$ cat src/rtl/mem_march_bist_if.sv
// Memory-side bus of the March C- BIST: one write port and one registered read port.
interface mem_march_bist_if #(
    parameter int DATA_WIDTH = 8,
    parameter int ADDR_WIDTH = 4
);
    logic                  w_en;
    logic [ADDR_WIDTH-1:0] w_addr;
    logic [DATA_WIDTH-1:0] w_data;
    logic                  r_en;
    logic [ADDR_WIDTH-1:0] r_addr;
    logic [DATA_WIDTH-1:0] r_data;

    modport master (
        output w_en, w_addr, w_data, r_en, r_addr,
        input  r_data
    );

    modport slave (
        input  w_en, w_addr, w_data, r_en, r_addr,
        output r_data
    );
endinterface

$ cat src/rtl/mem_march_bist.sv
// March C- BIST controller: walks the register-file memory through E0..E5,
// compares every read one cycle later and records the first failure.
module mem_march_bist #(
    parameter int DATA_WIDTH = 8,
    parameter int ADDR_WIDTH = 4,
    parameter int DEPTH      = 10
) (
    input  logic                  clk,
    input  logic                  rst_n,
    input  logic                  start_i,
    mem_march_bist_if.master      mem,
    output logic                  busy_o,
    output logic                  done_o,
    output logic                  fail_o,
    output logic [ADDR_WIDTH-1:0] fail_addr_o,
    output logic [2:0]            fail_elem_o,
    output logic [7:0]            err_count_o
);
    typedef enum logic [3:0] {
        IDLE,
        E0,
        E1,
        E2,
        E3,
        E4,
        E5,
        DRAIN,
        DONE_ST
    } state_t;

    localparam logic [DATA_WIDTH-1:0] B0        = '0;
    localparam logic [DATA_WIDTH-1:0] B1        = '1;
    localparam logic [ADDR_WIDTH-1:0] LAST_ADDR = ADDR_WIDTH'(DEPTH - 1);
    localparam logic [ADDR_WIDTH-1:0] ADDR_ONE  = ADDR_WIDTH'(1);

    state_t                state_q;
    logic [ADDR_WIDTH-1:0] addr_q;
    logic                  phase_q;
    logic                  busy_q;
    logic                  done_q;
    logic                  fail_q;
    logic [ADDR_WIDTH-1:0] fail_addr_q;
    logic [2:0]            fail_elem_q;
    logic [7:0]            err_count_q;
    logic                  cmp_valid_q;
    logic [DATA_WIDTH-1:0] exp_q;
    logic [ADDR_WIDTH-1:0] cmp_addr_q;
    logic [2:0]            cmp_elem_q;

    logic                  rd_en;
    logic                  wr_en;
    logic [DATA_WIDTH-1:0] wr_data;
    logic [DATA_WIDTH-1:0] exp_data;
    logic [2:0]            elem;
    logic                  descending;
    logic                  single_op;
    logic                  elem_end;
    logic                  step_end;
    logic [ADDR_WIDTH-1:0] addr_d;
    logic                  mismatch;

    // Read/write elements use phase_q: 0 = read cycle, 1 = write cycle at the same address.
    always_comb begin
        rd_en      = 1'b0;
        wr_en      = 1'b0;
        wr_data    = B0;
        exp_data   = B0;
        elem       = 3'd0;
        descending = 1'b0;
        single_op  = 1'b0;
        unique case (state_q)
            E0: begin
                wr_en     = 1'b1;
                single_op = 1'b1;
            end
            E1: begin
                rd_en    = ~phase_q;
                wr_en    = phase_q;
                exp_data = B0;
                wr_data  = B1;
                elem     = 3'd1;
            end
            E2: begin
                rd_en    = ~phase_q;
                wr_en    = phase_q;
                exp_data = B1;
                wr_data  = B0;
                elem     = 3'd2;
            end
            E3: begin
                rd_en      = ~phase_q;
                wr_en      = phase_q;
                exp_data   = B0;
                wr_data    = B1;
                elem       = 3'd3;
                descending = 1'b1;
            end
            E4: begin
                rd_en      = ~phase_q;
                wr_en      = phase_q;
                exp_data   = B1;
                wr_data    = B0;
                elem       = 3'd4;
                descending = 1'b1;
            end
            E5: begin
                rd_en     = 1'b1;
                exp_data  = B0;
                elem      = 3'd5;
                single_op = 1'b1;
            end
            default: begin
            end
        endcase
        elem_end = descending ? (addr_q == '0) : (addr_q == LAST_ADDR);
        step_end = single_op | phase_q;
        addr_d   = descending ? (addr_q - ADDR_ONE) : (addr_q + ADDR_ONE);
        mismatch = cmp_valid_q && (mem.r_data != exp_q);
    end

    assign mem.w_en    = wr_en;
    assign mem.w_addr  = addr_q;
    assign mem.w_data  = wr_data;
    assign mem.r_en    = rd_en;
    assign mem.r_addr  = addr_q;

    assign busy_o      = busy_q;
    assign done_o      = done_q;
    assign fail_o      = fail_q;
    assign fail_addr_o = fail_addr_q;
    assign fail_elem_o = fail_elem_q;
    assign err_count_o = err_count_q;

    always_ff @(posedge clk or negedge rst_n) begin
        if (!rst_n) begin
            state_q     <= IDLE;
            addr_q      <= '0;
            phase_q     <= 1'b0;
            busy_q      <= 1'b0;
            done_q      <= 1'b0;
            fail_q      <= 1'b0;
            fail_addr_q <= '0;
            fail_elem_q <= '0;
            err_count_q <= '0;
            cmp_valid_q <= 1'b0;
            exp_q       <= '0;
            cmp_addr_q  <= '0;
            cmp_elem_q  <= '0;
        end else begin
            // Read context travels one cycle behind the read so it lines up with r_data.
            cmp_valid_q <= rd_en;
            if (rd_en) begin
                exp_q      <= exp_data;
                cmp_addr_q <= addr_q;
                cmp_elem_q <= elem;
            end

            if (mismatch) begin
                fail_q <= 1'b1;
                if (err_count_q != 8'hFF) begin
                    err_count_q <= err_count_q + 8'd1;
                end
                if (!fail_q) begin
                    fail_addr_q <= cmp_addr_q;
                    fail_elem_q <= cmp_elem_q;
                end
            end

            unique case (state_q)
                IDLE, DONE_ST: begin
                    if (start_i) begin
                        state_q     <= E0;
                        addr_q      <= '0;
                        phase_q     <= 1'b0;
                        busy_q      <= 1'b1;
                        done_q      <= 1'b0;
                        fail_q      <= 1'b0;
                        fail_addr_q <= '0;
                        fail_elem_q <= '0;
                        err_count_q <= '0;
                    end
                end
                E0, E1, E2, E3, E4, E5: begin
                    if (!step_end) begin
                        phase_q <= 1'b1;
                    end else begin
                        phase_q <= 1'b0;
                        if (!elem_end) begin
                            addr_q <= addr_d;
                        end else begin
                            // Hand over straight to the first address of the next element.
                            unique case (state_q)
                                E0: begin
                                    state_q <= E1;
                                    addr_q  <= '0;
                                end
                                E1: begin
                                    state_q <= E2;
                                    addr_q  <= '0;
                                end
                                E2: begin
                                    state_q <= E3;
                                    addr_q  <= LAST_ADDR;
                                end
                                E3: begin
                                    state_q <= E4;
                                    addr_q  <= LAST_ADDR;
                                end
                                E4: begin
                                    state_q <= E5;
                                    addr_q  <= '0;
                                end
                                default: begin
                                    state_q <= DRAIN;
                                end
                            endcase
                        end
                    end
                end
                DRAIN: begin
                    state_q <= DONE_ST;
                    busy_q  <= 1'b0;
                    done_q  <= 1'b1;
                end
                default: begin
                    state_q <= IDLE;
                end
            endcase
        end
    end
endmodule

$ cat src/flat_wrapper.sv
// flat-port wrapper written by rule: the top's interface ports become plain ports
module mem_march_bist_flat 
#(
    parameter int DATA_WIDTH = 8,
    parameter int ADDR_WIDTH = 4,
    parameter int DEPTH      = 10
)
  (clk, rst_n, start_i, busy_o, done_o, fail_o, fail_addr_o, fail_elem_o, err_count_o, mem_w_en, mem_w_addr, mem_w_data, mem_r_en, mem_r_addr, mem_r_data);
  mem_march_bist_if #(.DATA_WIDTH(DATA_WIDTH), .ADDR_WIDTH(ADDR_WIDTH)) mem_i ();
  input  logic clk;
  input  logic rst_n;
  input  logic start_i;
  output logic busy_o;
  output logic done_o;
  output logic fail_o;
  output logic [ADDR_WIDTH-1:0] fail_addr_o;
  output logic [2:0] fail_elem_o;
  output logic [7:0] err_count_o;
  output wire logic [$bits(mem_i.w_en)-1:0] mem_w_en;
  output wire logic [$bits(mem_i.w_addr)-1:0] mem_w_addr;
  output wire logic [$bits(mem_i.w_data)-1:0] mem_w_data;
  output wire logic [$bits(mem_i.r_en)-1:0] mem_r_en;
  output wire logic [$bits(mem_i.r_addr)-1:0] mem_r_addr;
  input wire logic [$bits(mem_i.r_data)-1:0] mem_r_data;
  assign mem_w_en = mem_i.w_en;
  assign mem_w_addr = mem_i.w_addr;
  assign mem_w_data = mem_i.w_data;
  assign mem_r_en = mem_i.r_en;
  assign mem_r_addr = mem_i.r_addr;
  assign mem_i.r_data = mem_r_data;
  mem_march_bist #(.DATA_WIDTH(DATA_WIDTH), .ADDR_WIDTH(ADDR_WIDTH), .DEPTH(DEPTH)) u_core (.clk(clk), .rst_n(rst_n), .start_i(start_i), .mem(mem_i), .busy_o(busy_o), .done_o(done_o), .fail_o(fail_o), .fail_addr_o(fail_addr_o), .fail_elem_o(fail_elem_o), .err_count_o(err_count_o));
endmodule
$ cat config.mk
export PLATFORM = sky130hd
export DESIGN_NAME = mem_march_bist_flat
export DESIGN_NICKNAME = d
export VERILOG_FILES = /design/src/rtl/mem_march_bist_if.sv /design/src/rtl/mem_march_bist.sv /design/src/flat_wrapper.sv
export SDC_FILE = /design/constraint.sdc
export NUM_CORES = 1
export LEC_CHECK = 0
export CAP_MARGIN = 20
export CORE_ASPECT_RATIO = 1.5
export CORE_UTILIZATION = 51
export DETAILED_ROUTE_END_ITERATION = 12
export GPL_TIMING_DRIVEN = 0
export HOLD_SLACK_MARGIN = 0.1
export PLACE_DENSITY = 0.8
export SETUP_SLACK_MARGIN = 0.1
export SYNTH_ARGS = -nofsm -noshare
export SYNTH_HDL_FRONTEND = slang
export SYNTH_SLANG_ARGS = --single-unit
$ cat constraint.sdc
create_clock -name clk -period 2.3 [get_ports clk]
set_input_delay 0.345 -clock clk [delete_from_list [all_inputs] [get_ports clk]]
set_output_delay 0.345 -clock clk [all_outputs]
set_load 0.03 [all_outputs]
==> metrics.cfg, run 1 <==
[outcome]
outcome=complete, no violations

[drt]
wl_per_cell_um=15.7
drcViolationCount=0
drtAntennaViolNets=0
first_pass_iters=4
wl_mm=5.35
via_per_inst=6.02
drt_iter0_drc=109
vias=2047

[critical_path]
cp_slowest_cell=dfrtp_1
path_class=reg -> out
path_cells=buf_6, buf_4, or2_2, a21oi_1, clkdlybuf4s15_2
cp_slowest_stage_delay_ns=0.42
crit_family=buffers and inverters
crit_path_end_kind=output port
critPathMaxFanout=8
startpoint_type=flip-flop
worstPathArrival_ns=1.83
path_buf_inv=3
required_ns=1.96

[clock_tree]
clk_latency_ns=0.29
cts_tree=done
clkSinkCount=36
max-clock-path-buffers=2
path_clk_slew_ns=0.07
root_buffer=clkbuf_8
htree_levels=2
cts_buffers=5
holdBufCountCts=0

[power]
finalPower_w=0.00505
power.leakage_nw=1.30
intPower_w=0.00272
peakVddDrop_mv=1.50
p_comb_share_pct=67.7
switching_share_pct=46.2
p_seq_share_pct=22.8
clockPowerShare_pct=9.5
power.switching_w=0.00233
p_per_area_mw_per_mm2=1720

[placement]
dp_hpwl_mm=3.71
port_buffers=46
gp_congestion=0.930

[logic_synthesis]
ys_types=55
avgSynthCellArea_um2=9.39
synth_edf_count=0
syn-num-nets=249
async_reset_ff_share_pct=100
synth_flop_cell=dfrtp_1
ys_seq_area_share_pct=41.0
syn_inst=234
syn_area_mm2=0.00220
yosysWarningCount=0
ys_ff_latch=36

[cells_and_area]
nNetsFinal=310
final_cell_mix=35 x clkdlybuf4s50_1, 35 x dfrtp_1, 23 x buf_4, 23 x nor2_1, 23 x nand2_1
drive_gt1_share_pct=25.1
syn2layout_area_growth_pct=33.4
antenna_cells=0
fill_cells=303

[sta]
period_needed_ns=2.17
tns_ns=0
grt_setup_unrepaired=true
final_max_slew_viol_count=0
hold_viol_final=0
setup_viol=0
worst_hold_slack_ns=0.151
skew_ns=0.00815
worst_pin_slew_ns=0.803
max_slew_margin_pct=46.4
fmax_mhz=460
fin_crit_sh_pct=94.5

[floorplan]
chipWidth_um=55.6
core_area_mm2=0.00403
num_io_pins=47
rows=28
die-height_um=82.4
dieArea_mm2=0.00458
initial_core_util_pct=54.5

[global_route]
grt-ovfl-total=0
grt_pass1_wl_mm=8.75
grt_pass1_vias=1871
grt_start_max_net_pins=37
antenna_found_initial=0
grt_usage_pct=24.3

[job]
cap_violations=0

[worst_hold_path]
timing.hold.worst.class=in -> async

[routing by layer]
metal	global-route usage, %	routed length, um
met5	0	0
met3	3.27	312
met2	46.0	2890
met4	12.0	187
met1	26.8	1970
[worst reg2reg max path, stage by stage (launching register included)]
cell and delay (ns):
dfrtp_1 0.42, buf_4 0.17, nor3b_4 0.25, mux2_2 0.42, a2111o_1 0.48, o211ai_1 0.14, mux2i_1 0.20
[repair_timing]
action | 4_1_cts | 5_1_grt
gates cloned | 0 | 0
endpoints found under the setup margin | 10 | 23
buffers inserted | 5 | 3
gates resized for setup | 64 | 16
pin swaps | 2 | 3
[per-stage QoR]
stage	area, um2	worst slack, ns	std cells	util, %
5_1_grt	2930	0.0852	340	72.7
2_1_floorplan	2210	0.202	234	-
6_report	2930	0.128	340	72.7
3_5_place_dp	2730	-0.445	325	67.6
4_1_cts	2890	0.103	337	71.6
3_3_place_gp	2730	-0.353	325	67.8
[final cells by class]
class | count | area [um2] | share of cell area (%)
Buffer | 25 | 210 | 7.17
Tap cell | 45 | 56.3 | 1.92
Timing Repair Buffer | 54 | 495 | 16.9
Clock buffer | 7 | 96.3 | 3.29
Sequential cell | 36 | 902 | 30.8
Multi-Input combinational cell | 164 | 1140 | 38.8
Inverter | 9 | 33.8 | 1.15
[registers in the layout (all words and copies together), names as in the netlist]
signal / cells
u_core.fail_o: 1
u_core.fail_elem_o: 3
u_core.fail_addr_o: 4
u_core.exp_q: 1
u_core.cmp_addr_q: 4
u_core.busy_o: 1
u_core.cmp_valid_q: 1
u_core.err_count_o: 8
u_core.cmp_elem_q: 3
u_core.state_q: 4
u_core.done_o: 1
u_core.mem.r_addr: 4
u_core.phase_q: 1
[Yosys cell counts (2+ instances only)]
| master | instances | area share (%) |
|---|---|---|
| a211oi_1 | 2 | 0.68 |
| nor2b_1 | 3 | 0.85 |
| o21ai_0 | 16 | 3.6 |
| nand3b_1 | 2 | 0.68 |
| nor4_1 | 2 | 0.57 |
| nand2_1 | 23 | 3.9 |
| inv_1 | 9 | 1.5 |
| nand3_1 | 12 | 2.7 |
| a41oi_1 | 2 | 0.80 |
| mux2_2 | 7 | 3.6 |
| or3_1 | 3 | 0.85 |
| xnor2_1 | 4 | 1.6 |
| buf_4 | 12 | 4.1 |
| nor2_1 | 23 | 3.9 |
| and3_1 | 3 | 0.85 |
| dfrtp_1 | 36 | 41 |
| nor3_1 | 7 | 1.6 |
| a21oi_1 | 13 | 3.0 |
| nand4_1 | 3 | 0.85 |
| mux2i_1 | 5 | 2.3 |
| ha_1 | 3 | 1.7 |
| clkbuf_1 | 9 | 1.5 |
| o31ai_1 | 3 | 1.0 |
[path summary, 6_finish.rpt]
check                      cells after the start  slack (ns)                  start                     to
hold reg to reg                                2        0.50  u_core.fail_addr_o[3]  u_core.fail_addr_o[3]
max in group asynchronous                      1        1.60                  rst_n      u_core.state_q[3]
setup / recovery                               5        0.13      u_core.state_q[1]               mem_w_en
hold / removal                                 1        0.15                  rst_n  u_core.fail_addr_o[2]
setup reg to reg                               6        0.14      u_core.state_q[1]      u_core.state_q[0]
min in group clk                               2        0.50  u_core.fail_addr_o[3]  u_core.fail_addr_o[3]
[power groups by stage]
stage	clock network [W]	logic [W]	registers, W
3_5_place_dp	0	0.00323	0.00116
2_1_floorplan	0	0.00197	0.00140
5_1_grt	0.000510	0.00366	0.00120
4_1_cts	0.000489	0.00334	0.00115
3_3_place_gp	0	0.00318	0.00115
6_report	0.000481	0.00342	0.00115
[logic make-up after synthesis]
family                     after synthesis  synth area share (%)
AOI/OAI and AO/OA                       56                  19.2
xor gates and xnor gates                 5                  1.99
adders and majority gates                4                  2.62
buffers and inverters                   34                  9.45
DFF                                     36                  41.0
muxes                                   12                  5.87
and+or+nand+nor                         87                  19.9
Note: power is estimated with default switching activity, not from simulation.
==> inputs of run 2 (changes only) <==
--- a/config.mk
+++ b/config.mk
@@ -13,6 +13,7 @@
 export HOLD_SLACK_MARGIN = 0.1
 export PLACE_DENSITY = 0.8
 export SETUP_SLACK_MARGIN = 0.1
+export SKIP_CTS_REPAIR_TIMING = 1
 export SYNTH_ARGS = -nofsm -noshare
 export SYNTH_HDL_FRONTEND = slang
 export SYNTH_SLANG_ARGS = --single-unit
==> run 2 against run 1 <==
Against the previous run: register-to-register slack is essentially flat; cell count grew 1.8%; hold slack lost 0.0042 ns; total power grew 2.5%; first-iteration DRC count shrank 16%; non-clock buffer count grew 6; critical path depth grew 1; critical path type is now reg -> reg; clock-buffer cell count is the same; sequential share of layout area shrank 0.41 points; global-route usage shrank 0.93 points; flip-flop and latch count is the same; sequential power is essentially flat; largest cell class unchanged.
==> metrics.cfg, run 2 (synthesis results as in run 1) <==
[cells_and_area]
drive_gt1_share_pct=25.6
syn2layout_area_growth_pct=35.2
fill_cells=290
largest_reg_flops=8
final_area_mm2=0.00297
nNetsFinal=316
antenna_cells=0
layout.cells.non_filler=346
final_cell_mix=35 x clkdlybuf4s50_1, 35 x dfrtp_1, 27 x buf_4, 23 x nor2_1, 23 x nand2_1

[global_route]
grt_pass1_vias=1847
antenna_found_initial=0
grt_pass1_wl_mm=8.49
grt-ovfl-total=0
grt_start_max_net_pins=37
grt_usage_pct=23.4

[drt]
drt_iter0_drc=92
wl_per_cell_um=15.4
drcViolationCount=0
wl_mm=5.33
first_pass_iters=4
via_per_inst=5.92
vias=2047
drtAntennaViolNets=0

[critical_path]
required_ns=2.51
crit_family=multiplexers
startpoint_type=flip-flop
path_cells=buf_4, nor3b_4, mux2_2, a2111o_1, o211ai_1, mux2i_1
worstPathArrival_ns=2.37
path_buf_inv=1
cp_slowest_cell=a2111o_1
critPathMaxFanout=4
path_class=reg -> reg
crit_path_end_kind=flip-flop
cp_slowest_stage_delay_ns=0.48

[power]
peakVddDrop_mv=1.51
p_per_area_mw_per_mm2=1740
finalPower_w=0.00518
power.leakage_nw=1.33

[floorplan]
dieArea_mm2=0.00458
die-height_um=82.4
rows=28
initial_core_util_pct=54.5
num_io_pins=47
chipWidth_um=55.6
core_area_mm2=0.00403

[clock_tree]
htree_levels=2
cts_buffers=5
path_clk_slew_ns=0.07
clkSinkCount=36
max-clock-path-buffers=2
root_buffer=clkbuf_8
cts_tree=done
clk_latency_ns=0.28

[sta]
skew_ns=0.00775
setup_viol=0
fin_crit_sh_pct=93.8
final_max_slew_viol_count=0
period_needed_ns=2.16
worst_pin_slew_ns=0.796
max_slew_margin_pct=46.9
grt_setup_unrepaired=true
fmax_mhz=463
worst_hold_slack_ns=0.147
tns_ns=0
hold_viol_final=0

[placement]
placed_area_mm2=0.00273
gp_congestion=0.930
dp.cells=325
port_buffers=46
dp_hpwl_mm=3.71

[outcome]
outcome=complete, no violations

[job]
cap_violations=0

[worst_hold_path]
timing.hold.worst.class=in -> async

[run 2: cell count changes in the layout (fill, tap and decap cells not counted), sizes merged]
cell | previous run | this run
clkbuf | 13 | 19
buf | 35 | 37
clkdlybuf4s15 | 2 | 0
clkdlybuf4s18 | 1 | 0
dlymetal6s2s | 0 | 1
[run 2: worst paths after layout]
| path | start | endpoint | slack [ns] | cells past startpoint |
|---|---|---|---|---|
| worst max-delay path | u_core.state_q[1] | u_core.state_q[0] | 0.14 | 6 |
| worst min-delay path | rst_n | u_core.cmp_addr_q[1] | 0.15 | 1 |
| worst max register to register | u_core.state_q[1] | u_core.state_q[0] | 0.14 | 6 |
| worst min register to register | u_core.fail_addr_o[3] | u_core.fail_addr_o[3] | 0.50 | 2 |
| max in group asynchronous | rst_n | u_core.state_q[1] | 1.61 | 1 |
| min in group clk | u_core.fail_addr_o[3] | u_core.fail_addr_o[3] | 0.50 | 2 |
[run 2: metal layers]
metal  track usage, %  wire length, um  vias to the layer above
met2             44.1             2840                       76
met3             3.12              269                       13
li1                 -                -                      963
met1             26.1             2100                      995
met5                0                0                        -
met4             11.3              120                        0
[run 2: final cells by class]
class                   instances  area (um2)  area share (%)
repair buffers                 60         543            18.3
well taps                      45        56.3            1.90
inverters                       9        33.8            1.14
plain buffers                  25         203            6.82
flip-flops and latches         36         902            30.4
clock buffers                   7        96.3            3.24
multi-input cells             164        1140            38.2
[run 2: per-stage QoR]
step | util [%] | setup slack (ns)
6_report | 73.7 | 0.142
3_5_place_dp | 67.6 | -0.445
2_1_floorplan | - | 0.202
3_3_place_gp | 67.8 | -0.353
4_1_cts | 70.0 | -0.779
5_1_grt | 73.7 | 0.0185
[run 2: worst reg2reg max path, cell delays in order (launching register included)]
cell and delay, ns:
dfrtp_2 0.44, buf_4 0.15, nor3b_4 0.24, mux2_2 0.42, a2111o_1 0.49, o211ai_1 0.14, mux2i_1 0.20
[run 2: where the power goes]
group	internal, W	switching (W)	total [W]
clock	0.000267	0.000214	0.000481
combinational	0.00165	0.00189	0.00354
sequential	0.000908	0.000253	0.00116
